==> config.mk <==
export PLATFORM = sky130hd
export DESIGN_NAME = if_id_queue
export DESIGN_NICKNAME = d
export VERILOG_FILES = /design/src/rtl/if_id_queue.sv
export SDC_FILE = /design/constraint.sdc
export NUM_CORES = 1
export LEC_CHECK = 0
export BUFFER_PORTS_ARGS = -buffer_cell sky130_fd_sc_hd__buf_2
export CELL_PAD_IN_SITES_DETAIL_PLACEMENT = 2
export CELL_PAD_IN_SITES_GLOBAL_PLACEMENT = 2
export CORE_ASPECT_RATIO = 1.2
export CORE_MARGIN = 4
export CORE_UTILIZATION = 41
export CTS_BUF_LIST = sky130_fd_sc_hd__clkbuf_8
export DETAILED_ROUTE_END_ITERATION = 8
export PLACE_DENSITY_LB_ADDON = 0.1
export SYNTH_ARGS = -nofsm -noshare
export SYNTH_HDL_FRONTEND = slang
export SYNTH_SLANG_ARGS = --single-unit
==> constraint.sdc <==
create_clock -name clock -period 11.43 [get_ports clock]
set_input_delay 1.143 -clock clock [delete_from_list [all_inputs] [get_ports clock]]
set_output_delay 1.143 -clock clock [all_outputs]
set_load 0.02 [all_outputs]
==> src/rtl/if_id_queue.sv <==
// IF/ID instruction queue: DEPTH-entry in-order buffer of {instruction, pc+4} with valid/ready on both sides and a sync flush.
// Optional perf counters (stall_cycles, flush_count) are compiled in when IFID_PERF_EN is defined.
module if_id_queue #(
  parameter  int DEPTH = 2,
  parameter  int WIDTH = 32,
  localparam int CNT_W = $clog2(DEPTH + 1),
  localparam int PTR_W = (DEPTH > 1) ? $clog2(DEPTH) : 1
) (
  input  logic             clock,
  input  logic             reset,
  input  logic [WIDTH-1:0] if_instruction,
  input  logic [WIDTH-1:0] if_pc_plus4,
  input  logic             if_valid,
  output logic             if_ready,
  output logic [WIDTH-1:0] id_instruction,
  output logic [WIDTH-1:0] id_pc_plus4,
  output logic             id_valid,
  input  logic             id_ready,
  input  logic             flush,
`ifdef IFID_PERF_EN
  output logic [31:0]      stall_cycles,
  output logic [15:0]      flush_count,
`endif
  output logic [CNT_W-1:0] count
);

  logic [WIDTH-1:0] mem_instr [DEPTH];
  logic [WIDTH-1:0] mem_pc    [DEPTH];
  logic [PTR_W-1:0] wr_ptr;
  logic [PTR_W-1:0] rd_ptr;
  logic             push;
  logic             pop;

  function automatic logic [PTR_W-1:0] ptr_next(input logic [PTR_W-1:0] p);
    return (p == PTR_W'(DEPTH - 1)) ? '0 : p + 1'b1;
  endfunction

  // No push-through when full: if_ready ignores a simultaneous pop.
  assign if_ready       = (count < CNT_W'(DEPTH));
  assign id_valid       = (count != '0);
  assign push           = if_valid & if_ready;
  assign pop            = id_valid & id_ready;
  assign id_instruction = id_valid ? mem_instr[rd_ptr] : '0;
  assign id_pc_plus4    = id_valid ? mem_pc[rd_ptr]    : '0;

  always_ff @(posedge clock) begin
    if (reset || flush) begin
      wr_ptr <= '0;
      rd_ptr <= '0;
      count  <= '0;
    end else begin
      if (push) wr_ptr <= ptr_next(wr_ptr);
      if (pop)  rd_ptr <= ptr_next(rd_ptr);
      if (push && !pop)      count <= count + 1'b1;
      else if (pop && !push) count <= count - 1'b1;
    end
  end

  // Storage is never cleared; flush and reset only move the pointers.
  always_ff @(posedge clock) begin
    if (push && !flush && !reset) begin
      mem_instr[wr_ptr] <= if_instruction;
      mem_pc[wr_ptr]    <= if_pc_plus4;
    end
  end

`ifdef IFID_PERF_EN
  always_ff @(posedge clock) begin
    if (reset) begin
      stall_cycles <= '0;
      flush_count  <= '0;
    end else begin
      if (if_valid && !if_ready && !flush && (stall_cycles != '1))
        stall_cycles <= stall_cycles + 1'b1;
      if (flush && (flush_count != '1))
        flush_count <= flush_count + 1'b1;
    end
  end
`endif

endmodule

==> results by stage <==
Worst setup path:
- STA classifies the critical path endpoint as an output pin.
- The maximum cell stage delay along the critical path is around 0.85 ns.
- In this run the critical register-to-register path is captured at mem_pc[1][29].
- For the worst setup path, the data required time is ~10 ns.
- Walking the worst path, the cells encountered are buf_4, mux2i_1, nor2_1, buf_2.
- The worst-path maximum fanout is 64.
- The classification of the worst setup path is reg2out.
- STA classifies the critical path startpoint as a flip-flop.
- The setup slack of the worst register-to-register path is 9.40 ns.
- The startpoint identified for the worst register-to-register timing path is count[1].
- For the worst setup path, the data arrival time is about 2.2 ns.
- The slowest cell on the critical path is sky130_fd_sc_hd__buf_4.
- The worst register-to-register path has a depth of 3.

CTS:
- Buffers inserted during clock tree synthesis total 17.
- The CTS tree is yes.
- Buffers inserted to repair hold after CTS numbered 0.
- The number of levels the H-tree was split into is 4.
- The latest clock arrival within the worst-skew pair is approximately 0.42 ns.
- The cell at the root of the clock tree is sky130_fd_sc_hd__clkbuf_8.
- The count of clock tree sinks is between 100 and 150.
- The register clock-pin slew on the reported worst setup and hold paths is roughly 0.07 ns.
- In this run, post-CTS repair resized a total of 0 instances.
- The post-CTS setup buffer count is 0.
- The buffer levels on the longest clock path is 2.

Die:
- In this run the horizontal extent of the chip is between 100 and 150 um.
- The vertical die dimension is roughly 130 um.
- Pin placement for this block handled 137 I/O pins.
- The effective utilization at floorplan is a little over two fifths.
- The core region area is about 12,000 um^2.
- In this run the core area contains 44 standard-cell rows.
- The area enclosed by the die boundary is 14,200 um^2.

STA:
- The post-route minimum period is 3.39 ns.
- The final hold violation count was 0.
- The final-report max-slew violation count was 0.
- The total negative slack for setup checks is 0 ns.
- Setup violations remaining at the end of the flow were counted as 0.
- For the pin with the worst max-slew slack, the measured transition is between 1 and 1.5 ns.
- The worst clock skew is around 0.0076 ns.
- Setup repair after global routing left no endpoint under its margin.
- On the final layout, the worst hold slack is 0.611 ns.
- The worst path uses between 20 and 30% of the clock period.
- Derived from the worst setup path, the maximum achievable clock frequency is 295 MHz.
- The worst slew slack as a fraction of its limit is roughly 25%.

Place:
- The HPWL after detailed placement is 8.45 mm.
- The number of buffer cells added on primary ports is approximately 140.
- The congestion estimate from routability-driven global placement came to about 0.7.
- After detailed placement, the design holds a cell count of about 580.

Global route:
- The global-route wire length before repair is about 19 mm.
- The number of antenna violations at the first check in global routing came to 1.
- The maximum number of pins on one net before global-route repair is 65.
- For this run, global-route usage on met2 was measured as between 30 and 40%.
- Global routing used under 10% of the available met3 tracks.
- In the global route stage, overall resource usage came out at ~18%.
- The most heavily used metal layer in global routing is met2.
- The number of global-route vias before repair is 3,432.
- The met1 usage in global routing is around 20%.
- For this run the aggregate overflow at the end of global routing stands at 0.

Power:
- The analysis attributes to cell leakage a power of about 2.3 nW.
- Dividing total power by cell area gives a power density of 160 nW/um^2.
- The largest voltage drop on the vdd net is 0.0768 mV.

Layout:
- The post-route netlist has 37.5% of its cells at a drive strength greater than 1.
- After the last flow step, the layout net total stands at ~510.
- Excluding fillers, the count of instances in the completed layout stands at 614.
- From synthesis to final layout, the design area changed by 22.8%.
- The top cell types in the final layout, fill and taps aside, are 136 x sky130_fd_sc_hd__buf_2, 128 x sky130_fd_sc_hd__edfxtp_1, 65 x sky130_fd_sc_hd__nor2_1, 64 x sky130_fd_sc_hd__mux2i_1, 17 x sky130_fd_sc_hd__clkbuf_8.
- The number of inserted diodes is 0.
- The commonest non-fill, non-tap cell in the layout is sky130_fd_sc_hd__buf_2.

Drt:
- The aggregate routed wire length is roughly 12 mm.
- The pre-antenna-repair detailed-routing pass consisted of 4 iterations.
- In this run the remaining antenna-violating nets after routing total 0.
- After detailed routing, the number of vias per cell comes to slightly below 5.
- The number of remaining DRC errors is 0.
- After detailed routing, the average wire length per cell comes to approximately 20 um.
- The detailed router placed just under 3,000 vias in this run.
- After the first detailed-routing iteration, the DRC count stood at around 100.

Worst hold path:
- The type of the most critical hold path is reg2reg.
- The worst hold endpoint is wr_ptr.
- The startpoint identified for the worst hold timing path is wr_ptr.
- The number of cells traversed by the worst hold path is 2.

Run:
- The reported max-cap violation count is 0.

Synthesis:
- For this run, the leading register cell type out of synthesis is sky130_fd_sc_hd__edfxtp_1.
- Counting every net in the synthesized netlist gives 366.
- Synthesis handed over a netlist of just under 300 instances.
- The Yosys step of the flow raised 0 warnings.
- The post-synth design cell area is approximately 5000 um^2.
- The post-synthesis register bit count is between 100 and 150.
- Yosys mapped a number of flops with a built-in enable equal to 128.
- After synthesis, the netlist uses 19 different library cells.
- The post-synthesis average cell area is about 17 um^2.
- Sequential elements use between 70% and 80% of the synthesized area.
- The fraction of synthesis flops using an asynchronous set or reset pin is 0%.

Status:
- The flow ran to the end, and the final reports show no timing, DRC or antenna violations.
stage by stage:
step           worst slack, ns  area (um^2)  total power [W]  utilization [%]
6_report                  8.04         6210         0.000995             51.3
4_1_cts                   7.99         6210          0.00101             51.3
3_3_place_gp              8.50         5880         0.000667             48.6
2_1_floorplan             6.88         5060         0.000625                -
3_5_place_dp              8.45         5880         0.000673             48.6
5_1_grt                   7.88         6210          0.00104             51.3
critical path: cells and delay by family, from the launching register on:
kind	cells	cell delay [ns]
flops	1	0.33
mux	1	0.37
simple gates	1	0.08
buf+inv	2	1.02
power breakdown:
| group | internal (W) | switching, W | total [W] |
|---|---|---|---|
| combinational | 0.0000365 | 0.0000741 | 0.000111 |
| clock | 0.000164 | 0.000170 | 0.000334 |
| sequential | 0.000546 | 0.00000416 | 0.000550 |
| total | 0.000747 | 0.000248 | 0.000995 |
registers in the layout, indices dropped and copies added, names as in the netlist, named ones only:
| signal | cells |
|---|---|
| wr_ptr | 1 |
| rd_ptr | 1 |
| mem_pc | 64 |
| mem_instr | 64 |
| count | 2 |
worst max-delay path by stage:
stage | startpoint | to
4_1_cts | flip-flop | id_instruction[29]
5_1_grt | flip-flop | id_instruction[8]
2_1_floorplan | if_valid | mem_instr[0][0]
6_report | flip-flop | id_instruction[29]
3_3_place_gp | flip-flop | id_pc_plus4[30]
3_5_place_dp | count[1] | id_pc_plus4[4]
cell usage after synthesis, drive strengths merged (2+ instances only):
library cell,count,area [um^2]
o21ai,2,10.0
nor2,67,251
mux2i,64,641
dfxtp,5,100
inv,2,7.51
edfxtp,128,3840
xor2,3,26.3
buf,13,105
nor3,4,20.0
final cells by class:
class / count / area, um^2
Tap cell: 161 / 201
Timing Repair Buffer: 140 / 711
Multi-Input combinational cell: 147 / 1020
Clock inverter: 14 / 96.3
Inverter: 2 / 7.51
Fill cell: 1187 / 5900
Sequential cell: 133 / 3950
Clock buffer: 17 / 234
routing by layer:
layer / up-vias / part of all wire, %
li1: 1380 / -
met1: 1465 / 38
met2: 98 / 55
met3: 11 / 6.0
met4: 2 / 0.90
met5: - / 0.11
cell families (layout without fill, tap and decap cells):
group                      Yosys count  in the layout  synth area share (%)
DFF                                133            133                  77.9
and+or+nand+nor                     75             75                  5.83
muxes                               64             64                  12.7
buffers and inverters               16            173                  2.30
xor gates and xnor gates             4              4                 0.692
AOI/OAI and AO/OA                    3              3                 0.346
adders and majority gates            1              1                 0.247
No activity file was read; power rests on OpenSTA's default activity.
